`src/rtl/cpu_run_pkg.sv`:
```
// Shared definitions for the CPU run controller: FSM states, halt/drain
// defaults and host port select encoding.
package cpu_run_pkg;

  typedef enum logic [2:0] {
    ST_IDLE  = 3'd0,
    ST_PREP  = 3'd1,
    ST_RUN   = 3'd2,
    ST_DRAIN = 3'd3,
    ST_DONE  = 3'd4
  } run_state_t;

  localparam logic [5:0]  HALT_OP_DEFAULT = 6'h3F;
  localparam int unsigned DRAIN_DEFAULT   = 4;

  // host_sel encoding
  localparam logic SEL_IMEM = 1'b0;
  localparam logic SEL_DMEM = 1'b1;

endpackage

```
`src/rtl/host_port_mux.sv`:
```
// Host access steering onto the CPU instruction/data SRAM external ports,
// with grant gating and a one-cycle registered read-return path.
module host_port_mux
  import cpu_run_pkg::*;
(
  input  logic        clk,
  input  logic        rst,
  input  logic        access_ok,
  input  logic        start,
  input  logic        host_req,
  input  logic        host_we,
  input  logic        host_sel,
  input  logic [31:0] host_addr,
  input  logic [31:0] host_wdata,
  output logic        host_gnt,
  output logic        host_rvalid,
  output logic [31:0] host_rdata,
  output logic [31:0] imem_addr,
  output logic        imem_wen,
  output logic        imem_ren,
  output logic [31:0] imem_wdata,
  input  logic [31:0] imem_rdata,
  output logic [31:0] dmem_addr,
  output logic        dmem_wen,
  output logic        dmem_ren,
  output logic [31:0] dmem_wdata,
  input  logic [31:0] dmem_rdata
);

  logic sel_q;

  // Grant gating and strobe steering; unselected/ungranted ports are held at 0.
  always_comb begin
    host_gnt   = host_req & access_ok & ~start;
    imem_addr  = '0;
    imem_wen   = 1'b0;
    imem_ren   = 1'b0;
    imem_wdata = '0;
    dmem_addr  = '0;
    dmem_wen   = 1'b0;
    dmem_ren   = 1'b0;
    dmem_wdata = '0;
    if (host_gnt) begin
      if (host_sel == SEL_IMEM) begin
        imem_addr  = host_addr;
        imem_wdata = host_wdata;
        imem_wen   = host_we;
        imem_ren   = ~host_we;
      end else begin
        dmem_addr  = host_addr;
        dmem_wdata = host_wdata;
        dmem_wen   = host_we;
        dmem_ren   = ~host_we;
      end
    end
  end

  // Track which port a granted read targeted; SRAM data arrives next cycle.
  always_ff @(posedge clk) begin
    if (rst) begin
      host_rvalid <= 1'b0;
      sel_q       <= SEL_IMEM;
    end else begin
      host_rvalid <= host_gnt & ~host_we;
      if (host_gnt & ~host_we) begin
        sel_q <= host_sel;
      end
    end
  end

  // Return data only while valid so idle rdata stays at 0.
  always_comb begin
    host_rdata = '0;
    if (host_rvalid) begin
      host_rdata = (sel_q == SEL_DMEM) ? dmem_rdata : imem_rdata;
    end
  end

endmodule

```
`src/rtl/cpu_run_ctrl.sv`:
```
// Run controller for the pipelined cpu: owns enable/reset, sequences
// reset -> run -> halt/timeout/abort -> drain -> done, and gives a host
// load/inspect access to both SRAMs while no run is active.
// DRAIN must be at least 1.
module cpu_run_ctrl
  import cpu_run_pkg::*;
#(
  parameter int unsigned CYC_W   = 32,
  parameter int unsigned DRAIN   = DRAIN_DEFAULT,
  parameter logic [5:0]  HALT_OP = HALT_OP_DEFAULT
) (
  input  logic             clk,
  input  logic             rst,
  input  logic             start,
  input  logic             abort,
  input  logic [CYC_W-1:0] max_cycles,
  input  logic [31:0]      fetched_instr,
  input  logic             host_req,
  input  logic             host_we,
  input  logic             host_sel,
  input  logic [31:0]      host_addr,
  input  logic [31:0]      host_wdata,
  output logic             host_gnt,
  output logic             host_rvalid,
  output logic [31:0]      host_rdata,
  output logic [31:0]      imem_addr,
  output logic             imem_wen,
  output logic             imem_ren,
  output logic [31:0]      imem_wdata,
  input  logic [31:0]      imem_rdata,
  output logic [31:0]      dmem_addr,
  output logic             dmem_wen,
  output logic             dmem_ren,
  output logic [31:0]      dmem_wdata,
  input  logic [31:0]      dmem_rdata,
  output logic             cpu_enable,
  output logic             cpu_arst_n,
  output logic             busy,
  output logic             done,
  output logic             timeout,
  output logic [CYC_W-1:0] cycle_count
);

  localparam int unsigned DW = (DRAIN > 1) ? $clog2(DRAIN) : 1;
  localparam logic [31:0] OP_MASK  = {6'h3F, 26'h0};
  localparam logic [31:0] OP_MATCH = {HALT_OP, 26'h0};

  run_state_t       state, state_n;
  logic [CYC_W-1:0] limit;
  logic [DW-1:0]    drain_cnt;
  logic             halt, limit_hit, drain_last, idle_or_done;

  // Next-state decode and run-exit conditions.
  always_comb begin
    state_n      = state;
    halt         = (fetched_instr & OP_MASK) == OP_MATCH;
    limit_hit    = (limit != '0) && ((cycle_count + CYC_W'(1)) == limit);
    drain_last   = (drain_cnt == DW'(DRAIN - 1));
    idle_or_done = (state == ST_IDLE) || (state == ST_DONE);
    unique case (state)
      ST_IDLE, ST_DONE: if (start) state_n = ST_PREP;
      ST_PREP:          state_n = ST_RUN;
      ST_RUN:           if (halt || abort || limit_hit) state_n = ST_DRAIN;
      ST_DRAIN:         if (drain_last) state_n = ST_DONE;
      default:          state_n = ST_IDLE;
    endcase
  end

  // State register.
  always_ff @(posedge clk) begin
    if (rst) state <= ST_IDLE;
    else     state <= state_n;
  end

  // Cycle counter, latched limit, timeout flag and drain counter.
  always_ff @(posedge clk) begin
    if (rst) begin
      cycle_count <= '0;
      limit       <= '0;
      timeout     <= 1'b0;
      drain_cnt   <= '0;
    end else begin
      if (idle_or_done && start) begin
        cycle_count <= '0;
        timeout     <= 1'b0;
        limit       <= max_cycles;
      end
      if (((state == ST_RUN) || (state == ST_DRAIN)) && (cycle_count != '1)) begin
        cycle_count <= cycle_count + CYC_W'(1);
      end
      if ((state == ST_RUN) && (state_n == ST_DRAIN)) begin
        timeout   <= limit_hit & ~halt;
        drain_cnt <= '0;
      end else if (state == ST_DRAIN) begin
        drain_cnt <= drain_cnt + DW'(1);
      end
    end
  end

  // CPU reset is registered from next-state so it is low exactly while in PREP.
  always_ff @(posedge clk) begin
    if (rst) cpu_arst_n <= 1'b0;
    else     cpu_arst_n <= (state_n != ST_PREP);
  end

  // Status outputs decoded from the state register.
  always_comb begin
    cpu_enable = (state == ST_RUN) || (state == ST_DRAIN);
    busy       = (state == ST_PREP) || cpu_enable;
    done       = (state == ST_DONE);
  end

  host_port_mux u_host_port_mux (
    .clk         (clk),
    .rst         (rst),
    .access_ok   (idle_or_done),
    .start       (start),
    .host_req    (host_req),
    .host_we     (host_we),
    .host_sel    (host_sel),
    .host_addr   (host_addr),
    .host_wdata  (host_wdata),
    .host_gnt    (host_gnt),
    .host_rvalid (host_rvalid),
    .host_rdata  (host_rdata),
    .imem_addr   (imem_addr),
    .imem_wen    (imem_wen),
    .imem_ren    (imem_ren),
    .imem_wdata  (imem_wdata),
    .imem_rdata  (imem_rdata),
    .dmem_addr   (dmem_addr),
    .dmem_wen    (dmem_wen),
    .dmem_ren    (dmem_ren),
    .dmem_wdata  (dmem_wdata),
    .dmem_rdata  (dmem_rdata)
  );

endmodule
```
`config.mk`:
```
export PLATFORM = sky130hd
export DESIGN_NAME = cpu_run_ctrl
export DESIGN_NICKNAME = d
export VERILOG_FILES = /design/src/rtl/cpu_run_pkg.sv /design/src/rtl/host_port_mux.sv /design/src/rtl/cpu_run_ctrl.sv
export SDC_FILE = /design/constraint.sdc
export NUM_CORES = 1
export LEC_CHECK = 0
export ABC_CLOCK_PERIOD_IN_PS = 8410
export CORE_AREA = 2 2 155 157
export DETAILED_ROUTE_END_ITERATION = 8
export DIE_AREA = 0 0 157 159
export DONT_BUFFER_PORTS = 1
export PLACE_DENSITY_LB_ADDON = 0.08
export SETUP_SLACK_MARGIN = 0.2
export SKIP_LAST_GASP = 1
export SYNTH_ARGS = -nofsm -noshare
export SYNTH_HDL_FRONTEND = slang
export SYNTH_SLANG_ARGS = --single-unit
```
`constraint.sdc`:
```
create_clock -name clk -period 8.41 [get_ports clk]
set_input_delay 2.1025 -clock clk [delete_from_list [all_inputs] [get_ports clk]]
set_output_delay 2.1025 -clock clk [all_outputs]
set_load 0.1 [all_outputs]
```
==> out/metrics.yaml, run 1 <==
status: "complete, no violations"
ctsResizeCount: 0
cts_tree: "yes"
synth.cell_area_sq_mm: 0.006072
synth_cell_types: 76
p_per_area_mw_per_mm2: 167.3
via_per_inst: 5.563
cts-root-buf: "clkbuf_16"
wl_mm: 30.14
drt_iter0_markers: 537
die_w_um: 157
yosysWarningCount: 0
row_count: 56
grt_overflow: 0
cp.required_ps: 6310
finalCriticalPeriod_ps: 6395
dieHeight_um: 159
cp_max_fo: 66
grt_pass1_wl_mm: 42.16
grt_max_degree: 74
htree_levels: 3
startpoint_type: "input pin"
die_area_sq_mm: 0.02496
port_buffers: 0
worst_slew_pin_slew_ps: 1210
drv_cap: 0
postCtsSetupBuffers: 0
antenna_found_initial: 20
grt_pass1_vias: 5892
yosysTopAreaCellShare_pct: 24.07
crit_arrival_ps: 4290
synth_nets: 1027
synthTopCellsByArea: "dfxtp_1 (24%), and2_1 (7.7%), and3_1 (7.7%), a21oi_1 (6.3%), nand2_1 (5.7%)"
place_hpwl_mm: 24.13
initial_core_util_pct: 26.18
synth-async-reset-ratio_pct: 0
cts_sinks: 73
min_path_type: "register to register"
ys_ff_latch: 73
grt_use_total_pct: 23.22
vdd.ir_drop.worst_uv: 92.25
syn_area_per_cell_sq_um: 7.351
area_growth_pct: 11.64
ant_nets: 0
core_region_area_sq_mm: 0.02319
cts_hold_buffers: 0
power.leakage_nw: 2.542
instances_no_fill: 1132
fmax_mhz: 156.4
final_nets: 996
placed_cells: 1103
relSlewSlack_pct: 18.96
fin_worst_skew_ps: 10.25
place.gp.congestion: 0.8716
clk_latency_ps: 360
holdWs_ps: 489.6
final.setup.tns_ps: 0
cts_buffer_depth: 2
cts_buffers: 9
synth_top_cell_by_area: "dfxtp_1"
via_count: 6297
hold_violations: 0
critPathKind: "input pin to output pin"
synth_edf_count: 0
first_pass_iters: 6
drc_errors: 0
post-route-period-util_pct: 76.04
ios: 402
clk_pin_slew_ps: 70
drive_above_1_share_pct: 14.37
synth_ff_type: "dfxtp_1"
rsz0062_at_grt: "no"
drv_slew: 0
wl_per_cell_um: 26.63
crit_path_end_kind: "output pin"
synth-seq-area-share_pct: 24.07
finalSetupViolCount: 0
syn_inst: 826
[cells by family after synthesis]
family,after synthesis,synth area share (%)
compound gates,161,16.24
xor+xnor,34,5.378
fa+ha+maj,2,0.4121
buf+inv,82,6.511
flops,73,24.07
mux,33,5.440
simple gates,441,41.95
[cells in the mapped netlist (all sizes together), types with 10 or more instances]
library cell  count
a21oi            77
a31oi            10
and2             77
and3             76
and4             12
buf              24
clkbuf           51
dfxtp            73
mux2i            33
nand2            92
nand3            20
nand4            21
nor2             32
nor2b            37
nor3             14
nor4             18
o21ai            29
or3              11
xnor2            19
xor2             13
[per-stage QoR]
stage	power, mW	area, sq um	utilization [%]	setup slack [ps]
final	1.134	6779	29.23	2015
after global routing	1.179	6766	29.18	1833
after CTS	1.145	6746	29.09	2027
after detailed placement	0.7631	6467	27.89	2035
after global placement	0.7608	6467	27.89	2114
after floorplan	0.7096	6072	-	2019
[cell type report]
| cell class | count | area, sq um |
|---|---|---|
| multi-input cells | 671 | 4330 |
| fillers | 2518 | 16410 |
| diodes | 13 | 32.53 |
| clock inverters | 7 | 53.80 |
| inverters | 7 | 26.28 |
| well taps | 319 | 399.1 |
| clock buffers | 9 | 225.2 |
| flip-flops and latches | 73 | 1464 |
| repair buffers | 33 | 247.7 |
[critical path: stages]
cell and delay [ps]:
inv_1 80, and3_2 190, nor2b_4 870, nor2b_2 1010
[sequential cells by signal (all words and copies together) (netlist names)]
| name | flops |
|---|---|
| cpu_arst_n | 1 |
| cycle_count | 32 |
| drain_cnt | 2 |
| limit | 32 |
| state | 3 |
| timeout | 1 |
| u_host_port_mux.host_rvalid | 1 |
| u_host_port_mux.sel_q | 1 |
[routing by layer]
metal	routed length, um	GRT usage [%]	vias to the layer above
met4	736	8.299	24
met1	12270	28.88	3003
met2	13650	35.45	284
met5	137	0	-
li1	-	-	2924
met3	3347	10.21	62
[layout by cell type (no fill, tap or decap), drive strengths merged, types with 4 or more instances in the layout]
cell    Yosys  routed
or2         6       6
a211oi      4       4
nand2      92      92
xnor2      19      19
o21ai      29      29
xor2       13      13
diode       0      13
buf        24      33
nand2b      6       6
nand4      21      21
or4b        4       4
clkbuf     51       9
and2       77      77
and4       12      12
nand3      20      20
nor2b      37      37
a311oi      5       5
nand4b      4       4
clkinv      1       6
a21oi      77      77
nor2       32      32
inv         6       8
or3        11      11
dfxtp      73      73
and3       76      76
mux2i      33      33
a31oi      10      10
nor4       18      18
nor3       14      14
o211ai      4       4
[power by group]
group	internal, mW	leakage (nW)	total, mW	switching (mW)
clock network	0.203	0.140	0.380	0.178
registers	0.361	0.595	0.393	0.0317
logic	0.0697	1.81	0.361	0.291
total	0.634	2.54	1.13	0.501
[worst paths after layout]
kind | to | depth (start not counted) | start | slack, ps
setup / recovery | imem_ren | 4 | start | 2010
hold / removal | limit[6]$_SDFFE_PP0P_ | 2 | limit[6]$_SDFFE_PP0P_ | 490
setup reg to reg | cycle_count[30]$_SDFFE_PP0P_ | 8 | cycle_count[1]$_SDFFE_PP0P_ | 3390
hold reg to reg | limit[6]$_SDFFE_PP0P_ | 2 | limit[6]$_SDFFE_PP0P_ | 490
Note: power is estimated with default switching activity, not from simulation.
==> run 2: changes to the inputs <==
- ABC_CLOCK_PERIOD_IN_PS: 8410 -> 6600
- clock period: 8.41 -> 6.6 ns (I/O delays scaled with it)
==> run 2 against run 1 <==
  * Sequential power rose by 27%
  * Sequential share of layout area is 1.6 points lower
  * Worst hold slack improved by 4.6 ps
  * Critical endpoint is now dmem_addr[15]
  * Via count up 3.9%
  * Power up 32%
==> out/metrics.yaml, run 2 (synthesis gave the netlist of run 1 again) <==
final_nets: 1070
htree_levels: 3
crit_chain: "inv_1, and3_2, buf_4, and3_1"
finalCriticalPeriod_ps: 5176
startpoint_type: "input pin"
first_pass_iters: 5
crit_slowest_cell: "and3_1"
fmax_mhz: 193.2
final.setup.tns_ps: 0
drive_above_1_share_pct: 21.62
power.internal_uw: 862.7
hold_violations: 0
place_hpwl_mm: 23.73
netSwitchingFraction_pct: 42.33
max_stage_delay_ps: 960
relSlewSlack_pct: 18.38
critPathKind: "input pin to output pin"
core_region_area_sq_mm: 0.02319
post-route-period-util_pct: 78.43
min_from: "limit[1]$_SDFFE_PP0P_"
dieHeight_um: 159
reg2reg_from: "cycle_count[19]$_SDFFE_PP0P_"
drt_iter0_markers: 541
place_area_sq_mm: 0.007015
cts_hold_buffers: 0
row_count: 56
worst_slew_pin_slew_ps: 1219
ctsResizeCount: 0
wl_per_cell_um: 24.66
ios: 402
combPwrFrac_pct: 32.3
via_count: 6543
antenna_found_initial: 10
drv_slew: 0
holdWs_ps: 494.2
cts_sinks: 73
reg2reg_to: "cycle_count[25]$_SDFFE_PP0P_"
fin_area_sq_mm: 0.007328
grt_use_total_pct: 22.61
p_sw_uw: 633.2
place.gp.congestion: 0.8431
layout_top_registers: "cycle_count (32), limit (32), state (3)"
r2r_cells: 8
crit_arrival_ps: 3530
ant_nets: 0
grt_pass1_vias: 6089
whs_endpoint: "limit[1]$_SDFFE_PP0P_"
layout_commonest_cell: "buf_4"
wl_mm: 29.52
fin_worst_skew_ps: 10.53
via_per_inst: 5.466
cts_buffer_depth: 2
min_path_type: "register to register"
crit_path_end_kind: "output pin"
min_path_cells: 2
drc_errors: 0
grt_max_degree: 74
finalSetupViolCount: 0
drv_cap: 0
power.leakage_nw: 2.947
cp.required_ps: 4950
clk_latency_ps: 350
cts_buffers: 9
area_growth_pct: 20.69
p_seq_share_pct: 33.4
cp_max_fo: 68
grt_pass1_wl_mm: 41.56
die_w_um: 157
grt_overflow: 0
mostFrequentLayoutCells: "buf_4 (107), nand2_1 (92), a21oi_1 (77)"
p_per_area_mw_per_mm2: 204.1
rrSetupSlack_ps: 2400
clk_pin_slew_ps: 70
status: "complete, no violations"
port_buffers: 0
startpoint: "start"
die_area_sq_mm: 0.02496
clockPowerShare_pct: 34.2
fillers: 2494
initial_core_util_pct: 26.18
postCtsSetupBuffers: 0
vdd.ir_drop.worst_uv: 113.5
cts_tree: "yes"
cts-root-buf: "clkbuf_16"
rsz0062_at_grt: "no"
[run 2: area by class of cell]
| class | instances | area, sq um | share of cell area, % |
|---|---|---|---|
| tap | 319 | 399.1 | 5.446 |
| multi-input combinational | 671 | 4323 | 58.99 |
| sequential | 73 | 1464 | 19.98 |
| inverter | 7 | 26.28 | 0.3585 |
| antenna | 4 | 10.01 | 0.1366 |
| clock buffer | 9 | 225.2 | 3.073 |
| clock inverter | 7 | 77.57 | 1.059 |
| timing repair buffer | 107 | 803.3 | 10.96 |
[run 2: stage by stage]
stage	instances	setup WS, ps	utilization (%)	power [mW]
2_1_floorplan	826	1114	-	0.9042
3_5_place_dp	1177	1459	30.25	0.9937
6_report	1197	1424	31.60	1.496
3_3_place_gp	1177	1507	30.25	0.9903
5_1_grt	1196	1361	31.59	1.554
4_1_cts	1193	1452	31.55	1.513
[run 2: worst max-delay path by stage]
stage	to	cells after the start	slack, ps
floorplan	dmem_wdata[22]	4	1110
global placement	dmem_addr[15]	4	1510
detailed placement	dmem_wdata[30]	4	1460
CTS	dmem_wdata[30]	4	1450
global route	imem_addr[5]	6	1360
finish	dmem_addr[15]	4	1420
[run 2: per-layer routing]
layer	GRT usage [%]	routed length [um]
met1	29.73	12520
met2	35.71	13720
met3	7.240	2778
met4	5.755	424
met5	0	76
[run 2: worst max-delay path, delay by kind of cell]
family,cells,cell delay [ps]
and+or+nand+nor,2,1150
buffers and inverters,2,690
[run 2: power by group through the flow]
stage	Combinational [mW]	Clock, mW	Sequential [mW]
2_1_floorplan	0.407	0	0.497
6_report	0.483	0.512	0.500
3_5_place_dp	0.484	0	0.510
4_1_cts	0.485	0.528	0.500
3_3_place_gp	0.482	0	0.508
5_1_grt	0.507	0.544	0.503
==> run 3: changes to the inputs <==
- ABC_CLOCK_PERIOD_IN_PS: 6600 -> 5100
- clock period: 6.6 -> 5.1 ns (I/O delays scaled with it)
==> run 3 against run 2 <==
  * Cell area up 7.6%
  * Global-route usage up 0.61 points
  * Power up 33%
  * Sequential share of layout area down 1.4 points
  * Sequential power up 30%
  * Die area unchanged
  * Clock power up 32%
  * Non-clock buffer count up 73
  * Critical endpoint is now imem_wdata[1]
  * Highest routed layer unchanged
==> out/metrics.yaml, run 3 (synthesis gave the netlist of run 1 again) <==
grt_max_degree: 74
cp_max_fo: 42
drt_iter0_markers: 375
drv_cap: 0
vdd.ir_drop.worst_uv: 149.1
finalSetupViolCount: 0
antenna_found_initial: 5
fin_worst_skew_ps: 5.794
grt_pass1_vias: 6460
worst_slew_pin_slew_ps: 1198
postCtsSetupBuffers: 0
clk_pin_slew_ps: 60
status: "complete, no violations"
area_growth_pct: 29.92
cts_tree: "yes"
cts_hold_buffers: 0
grt_pass1_wl_mm: 43.24
ios: 402
port_buffers: 0
layout_commonest_cell: "buf_4"
wl_mm: 30.35
post-route-period-util_pct: 82.89
cp.required_ps: 3830
final.setup.tns_ps: 0
p_per_area_mw_per_mm2: 251.4
wl_per_cell_um: 23.86
fillers: 2442
die_area_sq_mm: 0.02496
startpoint_type: "input pin"
cts_sinks: 73
place.gp.congestion: 0.9215
crit_arrival_ps: 2950
mostFrequentLayoutCells: "buf_4 (180), nand2_1 (92), a21oi_1 (77)"
core_region_area_sq_mm: 0.02319
cts_buffer_depth: 2
hold_violations: 0
clk_latency_ps: 350
initial_core_util_pct: 26.18
dieHeight_um: 159
critPathKind: "input pin to output pin"
place_hpwl_mm: 24.18
finalCriticalPeriod_ps: 4227
min_path_type: "register to register"
htree_levels: 3
relSlewSlack_pct: 20.02
post-route-util_pct: 34.01
ant_nets: 0
grt_use_total_pct: 23.23
first_pass_iters: 5
die_w_um: 157
rsz0062_at_grt: "no"
final_nets: 1143
cts-root-buf: "clkbuf_16"
via_per_inst: 5.357
drc_errors: 0
via_count: 6814
grt_overflow: 0
ctsResizeCount: 0
power.leakage_nw: 3.347
drive_above_1_share_pct: 27.56
layout_top_registers: "cycle_count (32), limit (32), state (3)"
crit_path_end_kind: "output pin"
row_count: 56
cts_buffers: 9
fmax_mhz: 236.6
drv_slew: 0
## run 3: cell types whose count changed in the layout (fill, tap and decap cells not counted)
| cell | previous run | this run |
|---|---|---|
| clkinv_2 | 1 | 0 |
| clkinvlp_4 | 1 | 0 |
| nor2_1 | 29 | 30 |
| nor2_2 | 3 | 2 |
| diode_2 | 4 | 6 |
| clkinv_4 | 2 | 3 |
| clkbuf_8 | 0 | 1 |
| buf_4 | 107 | 180 |
## run 3: path summary, 6_finish.rpt
path | start | endpoint | slack [ps] | cells past startpoint
worst min register to register | limit[10]$_SDFFE_PP0P_ | limit[10]$_SDFFE_PP0P_ | 490 | 2
worst max-delay path | start | imem_wdata[1] | 870 | 6
worst min-delay path | limit[10]$_SDFFE_PP0P_ | limit[10]$_SDFFE_PP0P_ | 490 | 2
worst max register to register | cycle_count[0]$_SDFFE_PP0P_ | timeout$_SDFFE_PP0P_ | 1600 | 9
## run 3: cell type report
class,instances,area (sq um),share of cell area (%)
multi-input cells,671,4320,54.77
clock buffers,10,239.0,3.029
flip-flops and latches,73,1464,18.56
diodes,6,15.01,0.1903
clock inverters,6,73.82,0.9358
repair buffers,180,1351,17.13
inverters,7,26.28,0.3331
well taps,319,399.1,5.059
## run 3: metrics by stage
stage | setup WS [ps] | instance area, sq um | cells | total power [mW] | hold WS [ps]
4_1_cts | 856.9 | 7874 | 1266 | 1.998 | 491.6
3_5_place_dp | 863.5 | 7561 | 1250 | 1.318 | 482.7
2_1_floorplan | 364.3 | 6072 | 826 | 1.170 | 457.8
6_report | 872.8 | 7889 | 1272 | 1.984 | 494.1
5_1_grt | 743.9 | 7879 | 1268 | 2.057 | 518.2
3_3_place_gp | 923.7 | 7561 | 1250 | 1.315 | 474.2
## run 3: critical path: stages
cell and delay, ps:
inv_1 80, and3_2 190, nor2b_4 460, buf_4 410, and2_1 180, buf_4 320
## run 3: where the power goes
| part | total, mW | leakage, nW | internal, mW | switching [mW] |
|---|---|---|---|---|
| clock network | 0.678 | 0.154 | 0.398 | 0.280 |
| logic | 0.657 | 2.60 | 0.161 | 0.496 |
| registers | 0.648 | 0.595 | 0.596 | 0.0521 |
| total | 1.98 | 3.35 | 1.16 | 0.828 |
## run 3: routing by layer
layer	track usage (%)	vias to the layer above	share of wire (%)
met5	0	-	0.13
met2	36.94	285	46
li1	-	3205	-
met4	6.714	6	1.8
met3	5.879	34	7.6
met1	30.94	3284	44
